<file path="src/rtl/mem_arb_pkg.sv">
// Shared types for the memory arbiter: FSM states, owner encoding, latency counter width.
package mem_arb_pkg;

    typedef enum logic [1:0] {
        IDLE  = 2'd0,
        ISSUE = 2'd1,
        RWAIT = 2'd2
    } state_t;

    typedef enum logic {
        OWN_CPU  = 1'b0,
        OWN_HOST = 1'b1
    } owner_t;

    // Wide enough for RD_LAT-1 with RD_LAT up to 7.
    localparam int LAT_W = 3;

endpackage

</file>
<file path="src/rtl/rr_pick2.sv">
// Two-way round-robin picker: a lone requester wins, a tie goes to whoever did not own last.
module rr_pick2
    import mem_arb_pkg::*;
(
    input  logic [1:0] req,          // [0]=CPU, [1]=host
    input  owner_t     last_owner,
    output logic       pick_valid,
    output owner_t     pick_owner
);

    // Pick the winner among the current requesters.
    always_comb begin
        pick_valid = |req;
        pick_owner = OWN_CPU;
        if (req == 2'b11)
            pick_owner = (last_owner == OWN_CPU) ? OWN_HOST : OWN_CPU;
        else if (req[1])
            pick_owner = OWN_HOST;
    end

endmodule

</file>
<file path="src/rtl/mem_arbiter.sv">
// Shares one single-port memory between the CPU and the host loader port.
// Accesses are serialised IDLE -> ISSUE (-> RWAIT for reads); all outputs are
// decoded from registered state, so no request input reaches an output combinationally.
module mem_arbiter
    import mem_arb_pkg::*;
#(
    parameter int ADDR_W = 12,
    parameter int DATA_W = 16,
    parameter int RD_LAT = 1
) (
    input  logic              clk,
    input  logic              rst,
    input  logic              cpu_req,
    input  logic              cpu_we,
    input  logic [ADDR_W-1:0] cpu_addr,
    input  logic [DATA_W-1:0] cpu_wdata,
    output logic              cpu_gnt,
    output logic              cpu_rvalid,
    output logic [DATA_W-1:0] cpu_rdata,
    input  logic              host_req,
    input  logic              host_we,
    input  logic [ADDR_W-1:0] host_addr,
    input  logic [DATA_W-1:0] host_wdata,
    output logic              host_gnt,
    output logic              host_rvalid,
    output logic [DATA_W-1:0] host_rdata,
    output logic              mem_en,
    output logic              mem_we,
    output logic [ADDR_W-1:0] mem_addr,
    output logic [DATA_W-1:0] mem_wdata,
    input  logic [DATA_W-1:0] mem_rdata,
    output logic              busy
);

    if (RD_LAT < 1 || RD_LAT > 7) begin : g_bad_lat
        $error("mem_arbiter: RD_LAT must be within 1..7");
    end

    // Access captured in IDLE and replayed to the memory in ISSUE.
    typedef struct packed {
        owner_t            owner;
        logic              we;
        logic [ADDR_W-1:0] addr;
        logic [DATA_W-1:0] wdata;
    } acc_t;

    state_t           state, state_nxt;
    owner_t           last_owner;
    logic [LAT_W-1:0] lat_cnt;
    acc_t             acc;
    logic             pick_valid;
    owner_t           pick_owner;
    logic             issue, rd_done;

    rr_pick2 u_pick (
        .req        ({host_req, cpu_req}),
        .last_owner (last_owner),
        .pick_valid (pick_valid),
        .pick_owner (pick_owner)
    );

    // State register.
    always_ff @(posedge clk or posedge rst) begin
        if (rst) state <= IDLE;
        else     state <= state_nxt;
    end

    // Capture the winning access and advance the read-latency countdown.
    always_ff @(posedge clk or posedge rst) begin
        if (rst) begin
            acc        <= '0;
            last_owner <= OWN_HOST;
            lat_cnt    <= '0;
        end else begin
            if (state == IDLE && pick_valid) begin
                last_owner <= pick_owner;
                if (pick_owner == OWN_CPU)
                    acc <= '{owner: OWN_CPU, we: cpu_we, addr: cpu_addr, wdata: cpu_wdata};
                else
                    acc <= '{owner: OWN_HOST, we: host_we, addr: host_addr, wdata: host_wdata};
            end
            if (state == ISSUE && !acc.we)
                lat_cnt <= LAT_W'(RD_LAT - 1);
            else if (state == RWAIT && lat_cnt != '0)
                lat_cnt <= lat_cnt - 1'b1;
        end
    end

    // Next-state and output decode.
    always_comb begin
        state_nxt   = state;
        issue       = (state == ISSUE);
        rd_done     = (state == RWAIT) && (lat_cnt == '0);
        mem_en      = issue;
        mem_we      = issue && acc.we;
        mem_addr    = issue ? acc.addr  : '0;
        mem_wdata   = issue ? acc.wdata : '0;
        cpu_gnt     = issue && (acc.owner == OWN_CPU);
        host_gnt    = issue && (acc.owner == OWN_HOST);
        cpu_rvalid  = rd_done && (acc.owner == OWN_CPU);
        host_rvalid = rd_done && (acc.owner == OWN_HOST);
        cpu_rdata   = cpu_rvalid  ? mem_rdata : '0;
        host_rdata  = host_rvalid ? mem_rdata : '0;
        busy        = (state != IDLE);
        case (state)
            IDLE:    if (pick_valid) state_nxt = ISSUE;
            ISSUE:   state_nxt = acc.we ? IDLE : RWAIT;
            RWAIT:   if (lat_cnt == '0) state_nxt = IDLE;
            default: state_nxt = IDLE;
        endcase
    end

endmodule

</file>
<file path="config.mk">
export PLATFORM = sky130hd
export DESIGN_NAME = mem_arbiter
export DESIGN_NICKNAME = d
export VERILOG_FILES = /design/src/rtl/mem_arb_pkg.sv /design/src/rtl/rr_pick2.sv /design/src/rtl/mem_arbiter.sv
export SDC_FILE = /design/constraint.sdc
export NUM_CORES = 1
export LEC_CHECK = 0
export CAP_MARGIN = 20
export CELL_PAD_IN_SITES_DETAIL_PLACEMENT = 0
export CELL_PAD_IN_SITES_GLOBAL_PLACEMENT = 1
export CORE_ASPECT_RATIO = 1.5
export CORE_UTILIZATION = 29
export CTS_CLUSTER_DIAMETER = 100
export DETAILED_ROUTE_END_ITERATION = 10
export GPL_TIMING_DRIVEN = 0
export PLACE_DENSITY = 0.93
export SYNTH_ARGS = -nofsm -noshare
export SYNTH_HDL_FRONTEND = slang
export SYNTH_SLANG_ARGS = --single-unit
</file>
<file path="constraint.sdc">
create_clock -name clk -period 3.6 [get_ports clk]
set_input_delay 0.36 -clock clk [delete_from_list [all_inputs] [get_ports clk]]
set_output_delay 0.36 -clock clk [all_outputs]
set_load 0.02 [all_outputs]
</file>
==> run summary <==
Drc violations -> 0
First-pass GRT wire length -> 9550 µm
RSZ-0062 raised after global routing -> no
Crit Path Category -> flip-flop to output pin
Drt wl/cell -> 13.3 µm
Slew Limit Fails -> 0
Count of input and output buffers -> 144
Hold Violations, Final -> 0
Clk_lat worst skew -> 0.27 ns
Crit path capture type -> output pin
Register area share after synthesis -> 38.1%
GRT overflow -> 0
Fmax -> 331 MHz
Pin count of the biggest net entering global routing -> 20
Setup violators final -> 0
Pre-CTS setup slack -> 0.864 ns
Placed cell area -> 3970 µm²
GPL Wtd Cong -> 0.731
CP max-delay cell -> clkdlybuf4s50_1
Hold slack -> 0.493 ns
Yosys warns -> 0
Routed vias -> 2055
Layout cell share with drive strength beyond 1 -> 22.3%
Xor/xnor cell area share of the yosys netlist -> 0%
Via/cell ratio -> 4.47
Clock Sink Count -> 36
Clock skew -> 0.00178 ns
Die Span Y -> 113 µm
Area growth syn-to-layout -> 73.9%
Resized cells post-CTS -> 0
Layout Nets -> 434
Post-route cell area -> 4110 µm²
Post-route ant nets -> 0
Setup TNS -> 0 ns
Synth Area in Compound Gates -> 4.07%
Most common cell after layout, fill and taps aside -> clkdlybuf4s50_1
Initial antenna violation count -> 0
Gr usage total -> 14.9%
Starting Density -> 29.7%
Slew margin rel. -> 48.5%
Comb pwr share -> 59.4%
Hpwl dp -> 5060 µm
Syn Inst Count -> 202
Worst setup SP type -> flip-flop
Post-synthesis adder-cell area fraction -> 1.06%
Peak VDD IR -> 0.423 mV
Switching portion of total power -> 36.1%
Largest family of logic cells by synthesized area -> multiplexers
Synth Register Bits -> 36
TritonCTS Buffers -> 5
Most frequent cells in the layout -> clkdlybuf4s50_1 (144), and2_1 (62), dfrtp_1 (35)
Layout Cells excl Fill -> 460
Mean Syn Cell Area -> 11.7 µm²
Internal power -> 1.78 mW
Power per cell area -> 677 nW/µm²
CTS tree -> done
Placed Cells -> 452
Slew @ Worst Pin -> 0.771 ns
Vias in the first global route -> 2025
Total power draw -> 2.78 mW
Count of different cell masters after synthesis -> 28
CTS Buffer Depth -> 2
Post-layout minimum cycle time -> 3.02 ns
Row count -> 40
Mux cell area share after synthesis -> 32.2%
Clk pwr share -> 15.3%
Hold_buf cts -> 0
Leakage -> 1.73 nW
MaxCap Viol Count -> 0
Status -> finished clean
WP data arrival -> 2.66 ns
Worst EP required -> 3.24 ns
Die ar. -> 8530 µm²
CTS root buf -> clkbuf_16
Diodes inserted -> 0
Number of DRC markers in iteration 0 -> 29
Post-synthesis simple-gate area fraction -> 19.7%
H-tree Lvls -> 2
Die X -> 75.7 µm
Net Count, Synth -> 282
Final worst-path cycle share -> 83.9%
NetSw -> 1.00 mW
CP max FO -> 10
Sequential power share -> 25.2%
Total wire length -> 6100 µm
Core Util, Final -> 51.7%
DRT Pass-1 Iters -> 3
Clk slew on worst S/H paths -> 0.05 ns
Type of the worst min-delay path -> flip-flop to flip-flop
Setup bufs post-CTS -> 0
CP max stage delay -> 0.59 ns
Top Ports -> 145
Fillcell total -> 717
Synth Cell Area -> 2360 µm²
Core ar. -> 7960 µm²
Setup ws final -> 0.581 ns
Cell Chain, Critical Path -> inv_1 > ha_1 > nor2b_1 > and4_1 > clkbuf_1 > buf_2 > and2_1 > clkdlybuf4s50_1
-- final cells by class --
| class | count | area, µm² | share of cell area, % |
|---|---|---|---|
| buffer | 13 | 86.3 | 2.10 |
| clock buffer | 8 | 146 | 3.56 |
| inverter | 7 | 26.3 | 0.639 |
| multi-input combinational | 146 | 1350 | 32.8 |
| sequential | 36 | 902 | 21.9 |
| tap | 105 | 131 | 3.20 |
| timing repair buffer | 145 | 1470 | 35.7 |
-- power by group through the flow --
stage	Clock (mW)	Combinational [mW]	Sequential, mW
6_report	0.426	1.65	0.703
5_1_grt	0.459	1.77	0.731
4_1_cts	0.441	1.68	0.704
3_5_place_dp	0	1.67	0.712
3_3_place_gp	0	1.65	0.699
2_1_floorplan	0	1.01	0.679
-- cell usage after synthesis, drive strengths merged --
library cell,number,area [µm²]
a21bo,1,10.0
o21a,1,7.51
clkbuf,4,15.0
a21oi,5,25.0
nor4b,1,23.8
nand2b,3,18.8
o2bb2ai,1,8.76
dfrtp,35,876
buf,9,71.3
nand3b,1,7.51
inv,7,26.3
a31oi,1,6.26
dfstp,1,26.3
mux2,58,762
nor2b,1,6.26
o31ai,1,7.51
o211ai,1,7.51
ha,2,25.0
and2,62,388
and4,1,8.76
nor2,3,13.8
o22ai,1,6.26
a311oi,2,17.5
-- worst max-delay path, delay by kind of cell, from the launching register on --
family / cells / cell delay, ns
adder cells (fa/ha/maj): 1 / 0.20
buffers and inverters: 4 / 1.22
flip-flops: 1 / 0.41
AND/OR/NAND/NOR: 3 / 0.56
-- sequential cells by signal, indices dropped and copies added, names as in the netlist --
| name | cells |
|---|---|
| state | 2 |
| lat_cnt | 3 |
| last_owner | 1 |
| acc | 30 |
-- layer usage --
metal	GRT usage [%]	share of wire [%]	up-vias
met5	0	0	-
met4	4.44	0.69	0
met3	3.59	8.0	4
met2	29.0	58	100
met1	14.7	34	965
li1	-	-	986
-- final timing paths --
| check | startpoint | endpoint | slack [ns] | cells past startpoint |
|---|---|---|---|---|
| worst max register to register | state[1]$_DFFE_PP0P_ | acc[19]$_DFFE_PP0P_ | 1.98 | 5 |
| min in group asynchronous | rst | acc[25]$_DFFE_PP0P_ | 0.53 | 2 |
| max in group asynchronous | rst | last_owner$_DFFE_PP1P_ | 2.44 | 3 |
| worst min register to register | acc[1]$_DFFE_PP0P_ | acc[1]$_DFFE_PP0P_ | 0.49 | 1 |
| worst min-delay path | acc[1]$_DFFE_PP0P_ | acc[1]$_DFFE_PP0P_ | 0.49 | 1 |
| worst max-delay path | lat_cnt[0]$_DFFE_PP0P_ | host_rdata[10] | 0.58 | 8 |
-- logic make-up after synthesis --
logic type / count (synthesis)
multiplexers: 58
flip-flops: 36
AND/OR/NAND/NOR: 72
buffers and inverters: 20
adder cells (fa/ha/maj): 2
AO/OA/AOI/OAI: 14
(Power assumes the default switching activity.)
